===== src/rtl/l2_pool_if.sv =====
// Window-input and pooled-output bus of the layer-2 max-pool stage.
// Handshake: a position moves on every rising edge with out_vld=1 and out_rdy=1.
// While out_vld=1 and out_rdy=0, out_vld, out_idx and dout_* hold steady.
interface l2_pool_if #(
   parameter int DW = 18,
   parameter int IW = 5
);
   logic                rd;
   logic [3:0][DW-1:0]  din_0;
   logic [3:0][DW-1:0]  din_1;
   logic [3:0][DW-1:0]  din_2;
   logic [3:0][DW-1:0]  din_3;
   logic                full;
   logic                out_vld;
   logic                out_rdy;
   logic [IW-1:0]       out_idx;
   logic [DW-1:0]       dout_0;
   logic [DW-1:0]       dout_1;
   logic [DW-1:0]       dout_2;
   logic [DW-1:0]       dout_3;
   logic                done;

   modport master (
      input  rd, din_0, din_1, din_2, din_3, out_rdy,
      output full, out_vld, out_idx, dout_0, dout_1, dout_2, dout_3, done
   );

   modport slave (
      output rd, din_0, din_1, din_2, din_3, out_rdy,
      input  full, out_vld, out_idx, dout_0, dout_1, dout_2, dout_3, done
   );
endinterface


===== src/rtl/l2_pool.sv =====
// 2x2 max-pool after layer 2: snoops RAM reads, stores one max per window and channel,
// then streams the NWIN pooled positions out over a valid/ready handshake.
module l2_pool #(
   parameter int DW   = 18,
   parameter int NWIN = 25,
   parameter int IW   = 5
) (
   input  logic        clk,
   input  logic        rst_n,
   input  logic        tx_done,
   output logic        dbg_state,
   l2_pool_if.master   bus
);

   typedef enum logic {FILL = 1'b0, DRAIN = 1'b1} state_t;

   localparam logic [IW-1:0] LAST = IW'(NWIN - 1);

   state_t              state;
   logic                rd_d;
   logic [IW-1:0]       wr_ptr;
   logic [IW-1:0]       rd_ptr;
   logic [IW-1:0]       rd_nxt;
   logic                full_q;
   logic                vld_q;
   logic                done_q;
   logic [DW-1:0]       dout_q  [4];
   logic [DW-1:0]       buf_mem [4][NWIN];
   logic [3:0][DW-1:0]  din_w   [4];
   logic [DW-1:0]       win_max [4];
   logic                wr_en;

   function automatic logic [DW-1:0] max4(input logic [3:0][DW-1:0] w);
      logic [DW-1:0] a;
      logic [DW-1:0] b;
      a = (w[0] > w[1]) ? w[0] : w[1];
      b = (w[2] > w[3]) ? w[2] : w[3];
      return (a > b) ? a : b;
   endfunction

   assign din_w[0] = bus.din_0;
   assign din_w[1] = bus.din_1;
   assign din_w[2] = bus.din_2;
   assign din_w[3] = bus.din_3;

   always_comb begin
      for (int c = 0; c < 4; c++) begin
         win_max[c] = max4(din_w[c]);
      end
   end

   // Window data is valid in the cycle after the snooped read strobe.
   assign wr_en  = (state == FILL) && rd_d && !tx_done;
   assign rd_nxt = rd_ptr + 1'b1;

   always_ff @(posedge clk) begin
      if (wr_en) begin
         for (int c = 0; c < 4; c++) begin
            buf_mem[c][wr_ptr] <= win_max[c];
         end
      end
   end

   always_ff @(posedge clk or negedge rst_n) begin
      if (!rst_n) begin
         state  <= FILL;
         rd_d   <= 1'b0;
         wr_ptr <= '0;
         rd_ptr <= '0;
         full_q <= 1'b0;
         vld_q  <= 1'b0;
         done_q <= 1'b0;
         for (int c = 0; c < 4; c++) dout_q[c] <= '0;
      end else if (tx_done) begin
         state  <= FILL;
         rd_d   <= 1'b0;
         wr_ptr <= '0;
         rd_ptr <= '0;
         full_q <= 1'b0;
         vld_q  <= 1'b0;
         done_q <= 1'b0;
         for (int c = 0; c < 4; c++) dout_q[c] <= '0;
      end else begin
         case (state)
            FILL: begin
               done_q <= 1'b0;
               rd_d   <= bus.rd;
               if (rd_d) begin
                  wr_ptr <= wr_ptr + 1'b1;
                  if (wr_ptr == LAST) begin
                     state  <= DRAIN;
                     full_q <= 1'b1;
                  end
               end
            end
            DRAIN: begin
               // Reads arriving while draining are dropped.
               rd_d   <= 1'b0;
               done_q <= 1'b0;
               if (!vld_q) begin
                  vld_q <= 1'b1;
                  for (int c = 0; c < 4; c++) dout_q[c] <= buf_mem[c][rd_ptr];
               end else if (bus.out_rdy) begin
                  if (rd_ptr == LAST) begin
                     vld_q  <= 1'b0;
                     full_q <= 1'b0;
                     done_q <= 1'b1;
                     wr_ptr <= '0;
                     rd_ptr <= '0;
                     state  <= FILL;
                  end else begin
                     rd_ptr <= rd_nxt;
                     for (int c = 0; c < 4; c++) dout_q[c] <= buf_mem[c][rd_nxt];
                  end
               end
            end
            default: state <= FILL;
         endcase
      end
   end

   assign bus.full    = full_q;
   assign bus.out_vld = vld_q;
   assign bus.out_idx = rd_ptr;
   assign bus.done    = done_q;
   assign bus.dout_0  = dout_q[0];
   assign bus.dout_1  = dout_q[1];
   assign bus.dout_2  = dout_q[2];
   assign bus.dout_3  = dout_q[3];
   assign dbg_state   = state;

endmodule


===== src/flat_wrapper.sv =====
// flat-port wrapper written by rule: the top's interface ports become plain ports
module l2_pool_flat 
#(
   parameter int DW   = 18,
   parameter int NWIN = 25,
   parameter int IW   = 5
)
  (clk, rst_n, tx_done, dbg_state, bus_rd, bus_din_0, bus_din_1, bus_din_2, bus_din_3, bus_out_rdy, bus_full, bus_out_vld, bus_out_idx, bus_dout_0, bus_dout_1, bus_dout_2, bus_dout_3, bus_done);
  l2_pool_if #(.DW(DW), .IW(IW)) bus_i ();
  input  logic clk;
  input  logic rst_n;
  input  logic tx_done;
  output logic dbg_state;
  input wire logic [$bits(bus_i.rd)-1:0] bus_rd;
  input wire logic [$bits(bus_i.din_0)-1:0] bus_din_0;
  input wire logic [$bits(bus_i.din_1)-1:0] bus_din_1;
  input wire logic [$bits(bus_i.din_2)-1:0] bus_din_2;
  input wire logic [$bits(bus_i.din_3)-1:0] bus_din_3;
  input wire logic [$bits(bus_i.out_rdy)-1:0] bus_out_rdy;
  output wire logic [$bits(bus_i.full)-1:0] bus_full;
  output wire logic [$bits(bus_i.out_vld)-1:0] bus_out_vld;
  output wire logic [$bits(bus_i.out_idx)-1:0] bus_out_idx;
  output wire logic [$bits(bus_i.dout_0)-1:0] bus_dout_0;
  output wire logic [$bits(bus_i.dout_1)-1:0] bus_dout_1;
  output wire logic [$bits(bus_i.dout_2)-1:0] bus_dout_2;
  output wire logic [$bits(bus_i.dout_3)-1:0] bus_dout_3;
  output wire logic [$bits(bus_i.done)-1:0] bus_done;
  assign bus_i.rd = bus_rd;
  assign bus_i.din_0 = bus_din_0;
  assign bus_i.din_1 = bus_din_1;
  assign bus_i.din_2 = bus_din_2;
  assign bus_i.din_3 = bus_din_3;
  assign bus_i.out_rdy = bus_out_rdy;
  assign bus_full = bus_i.full;
  assign bus_out_vld = bus_i.out_vld;
  assign bus_out_idx = bus_i.out_idx;
  assign bus_dout_0 = bus_i.dout_0;
  assign bus_dout_1 = bus_i.dout_1;
  assign bus_dout_2 = bus_i.dout_2;
  assign bus_dout_3 = bus_i.dout_3;
  assign bus_done = bus_i.done;
  l2_pool #(.DW(DW), .NWIN(NWIN), .IW(IW)) u_core (.clk(clk), .rst_n(rst_n), .tx_done(tx_done), .dbg_state(dbg_state), .bus(bus_i));
endmodule

===== config.mk =====
export PLATFORM = sky130hd
export DESIGN_NAME = l2_pool_flat
export DESIGN_NICKNAME = d
export VERILOG_FILES = /design/src/rtl/l2_pool_if.sv /design/src/rtl/l2_pool.sv /design/src/flat_wrapper.sv
export SDC_FILE = /design/constraint.sdc
export NUM_CORES = 2
export LEC_CHECK = 0
export ABC_AREA = 1
export BUFFER_PORTS_ARGS = -buffer_cell sky130_fd_sc_hd__buf_4
export CORE_UTILIZATION = 37
export CTS_CLUSTER_DIAMETER = 40
export DETAILED_ROUTE_END_ITERATION = 10
export PLACE_DENSITY = 0.58
export SYNTH_ARGS = -nofsm -noshare
export SYNTH_HDL_FRONTEND = slang
export SYNTH_SLANG_ARGS = --single-unit

===== constraint.sdc =====
create_clock -name clk -period 11.2 [get_ports clk]
set_clock_uncertainty 0.05 [all_clocks]
set_input_delay 0.56 -clock clk [delete_from_list [all_inputs] [get_ports clk]]
set_output_delay 0.56 -clock clk [all_outputs]
set_load 0.01 [all_outputs]

==> reports/metrics.csv <==
metric;value;unit
status;finished clean;
vias per cell;5.38;
CP Launch Type;flip-flop;
leak pwr;53.0;nW
M2 GR Usage;43.2;%
MaxCap Viol Count;0;
TritonCTS Sinks;1887;
final setup vio count;0;
CTS resizes;0;
critical path cell sequence;inv_8, ha_4, buf_4, buf_4, buf_4, nand3_1, nand3_1, nand3_1, nand2_1, nand2_1, nand2_1, nand2_1, nand2_1, nand2_1;
Final HPWL DP;213000;um
Worst-path clk slew;0.05;ns
Detailed Route Iter0 Violations;10600;
Die W;539;um
Hold Slack;0.156;ns
reg-to-reg setup timing slack;4.92;ns
Final TNS setup;0;ns
CTS tree;built;
Tot Pwr;20.3;mW
Max Clk Rate;159;MHz
Inserted Clock Buffers;309;
flops & latches, synth;1887;
DRC Markers;0;
placed cells;16700;
die height;539;um
met1 usage;34.9;%
worst r2r src;u_core.bus.out_idx[0];
top-area cell type share of the netlist area;50.6;%
final hold vios;0;
Mapped Cells;13200;
vias in the first global route;85500;
crit path launch;u_core.bus.out_idx[0];
CTS Hold Bufs;4;
Net Count, Synth;13700;
CP dominant cell by count;nand2_1;
Synth area leaders;edfxtp_1 51%, nand2_1 17%, nand3_1 12%, inv_1 4.1%, nor2_1 2.9%;
share of cells above drive strength 1;8.31;%
Post-Route WL;393000;um
crit path DAT;6.97;ns
CTS H-Tree Depth;5;
global placer's final weighted congestion;0.864;
Synth Cell Area;107000;sq um
CP max stage delay;0.99;ns
library cells used by synthesis;37;
r2r endpoint;u_core.bus.dout_1[16];
RSZ-0062 raised after global routing;no;
Tightest Hold Check Type;in2reg;
CP max stage cell;ha_4;
Area growth syn-to-layout;14.7;%
area used by multi-input combinational logic;42300;sq um
R2R cell count;14;
largest net degree at the start of global routing;215;
port bufs;373;
storage element area;56200;sq um
Tcrit/Tclk final;56.1;%
top_reg_cell synth;edfxtp_1;
Final #Nets;13700;
Crit path depth;14;
DR pass1 iterations;8;
WP data required;11.89;ns
VDD IR max;0.112;mV
count leader, synth;nand2_1;
Total GRT Usage;26.3;%
latest clock arrival within the worst-skew pair;0.89;ns
die area;291000;sq um
Fill cells;28100;
Syn Area/Cell;8.09;sq um
Post-synth EDFFs;1800;
first-pass GRT wire length;570000;um
leading area contributor after synthesis;edfxtp_1;
Critical Path Sink Type;flip-flop;
post-CTS setup buffer count;0;
via count;92800;
Tmin final;6.28;ns
met3 global-route usage;3.82;%
delay-heaviest family, CP;buffers and inverters;
GRT busiest layer;met2;
CP bufs+invs;4;
Placeable Area;286000;sq um
Worst slew margin;5.25;%
Avg WL per Cell;22.8;um
sequential fraction of the synthesis area;52.7;%
initial antenna violation count;15;
end point of the critical path;u_core.bus.dout_1[16];
grt total ovfl;0;
Synth top cells by count;4,727 x nand2_1, 2,614 x nand3_1, 1,800 x edfxtp_1;
Non-Filler Instances;17200;
Row Count;196;
final core occ;42.8;%
initial core utilization;37.3;%
Max clock buf depth;4;
Worst-Margin Slew;1.42;ns
Crit Path Max Fanout;140;
IO Count;374;
Root Driver;clkbuf_16;
asr flop ratio synth;4.61;%
PwrDens;166;nW/um^2
Syn. warnings;0;
WS Path Type;reg2reg;
final number of max-transition violations;0;
DRT antenna net count;0;
==> worst reg2reg max path: cells and delay by family, from the launching register on <==
family / cells / cell delay [ns]
flops: 1 / 0.93
fa+ha+maj: 1 / 1.04
simple gates: 9 / 1.36
buf+inv: 4 / 2.85
==> through the flow <==
step	cell area, sq um	worst slack [ns]
detailed placement	112000	4.42
CTS	122000	5.04
finish	122000	4.92
global route	122000	4.73
floorplan	107000	6.27
global placement	112000	4.32
==> worst min path at each step <==
stage                     startpoint               endpoint  slack [ns]  cells past startpoint
2_1_floorplan                  rst_n        u_core.bus.done        0.21                      0
3_3_place_gp   u_core.bus.dout_2[16]  u_core.bus.dout_2[16]        0.41                      2
3_5_place_dp   u_core.bus.dout_2[12]  u_core.bus.dout_2[12]        0.42                      2
4_1_cts                  bus_out_rdy        u_core.bus.done        0.11                      5
5_1_grt                  bus_out_rdy        u_core.bus.done        0.15                      5
6_report                 bus_out_rdy        u_core.bus.done        0.16                      5
==> cell type report <==
class,instances,area share (%)
clock inverter,217,1.96
sequential,1887,45.9
antenna,4,0.00817
timing repair buffer,546,3.50
clock buffer,344,6.60
inverter,1174,3.65
tap,3762,3.84
multi-input combinational,9299,34.5
==> registers in the layout, summed over array words and instances (netlist names) <==
register            flops
u_core.bus.dout_1      18
u_core.buf_mem       1800
u_core.rd_d             1
u_core.bus.dout_3      18
u_core.bus.done         1
u_core.wr_ptr           5
u_core.dbg_state        1
u_core.bus.out_vld      1
u_core.bus.full         1
u_core.bus.dout_2      18
u_core.bus.out_idx      5
u_core.bus.dout_0      18
==> logic make-up after synthesis <==
kind of cell / count (synthesis) / synth area share, %
compound gates: 725 / 3.83
xor+xnor: 1 / 0.0152
fa+ha+maj: 222 / 2.60
buf+inv: 2016 / 7.98
flops: 1887 / 52.7
simple gates: 8351 / 32.9
==> layout by cell type, fill, tap and decap left out, types with 4 or more instances in the layout <==
cell type | synthesis | routed
edfxtp_1 | 1800 | 1800
nand2_1 | 4727 | 4723
clkinv_1 | 4 | 30
inv_1 | 1161 | 1158
buf_12 | 0 | 14
o21a_1 | 8 | 8
nand3b_1 | 53 | 53
nand4_1 | 14 | 14
nor2_4 | 0 | 29
clkinv_8 | 0 | 7
buf_4 | 34 | 527
diode_2 | 0 | 4
o21ai_0 | 326 | 326
nor2_1 | 817 | 789
clkbuf_1 | 294 | 23
clkbuf_16 | 0 | 318
inv_6 | 0 | 41
ha_1 | 222 | 221
and2_1 | 73 | 73
nand3_1 | 2614 | 2614
bufinv_16 | 0 | 33
clkinvlp_4 | 0 | 31
o22ai_1 | 4 | 4
clkinv_4 | 0 | 26
dfrtp_1 | 87 | 83
clkinv_2 | 0 | 41
nand2_2 | 11 | 12
inv_8 | 0 | 17
a21o_1 | 8 | 8
o211ai_1 | 148 | 148
dlygate4sd3_1 | 0 | 4
a21oi_1 | 203 | 203
o21bai_1 | 17 | 17
nor3_1 | 36 | 36
dfrtp_4 | 0 | 4
o21ai_1 | 9 | 9
==> report_power, final <==
| group | internal, mW | switching [mW] |
|---|---|---|
| logic | 0.402 | 1.60 |
| clock network | 6.05 | 3.63 |
| registers | 8.57 | 0.0413 |
| total | 15.0 | 5.27 |
==> per-layer routing <==
layer	share of wire (%)	wire length [um]	up-vias
li1	-	-	43700
met1	41	160000	43600
met2	46	182000	4625
met3	9.2	36300	770
met4	3.7	14700	4
met5	0.0066	26	-
(Power assumes the default switching activity.)
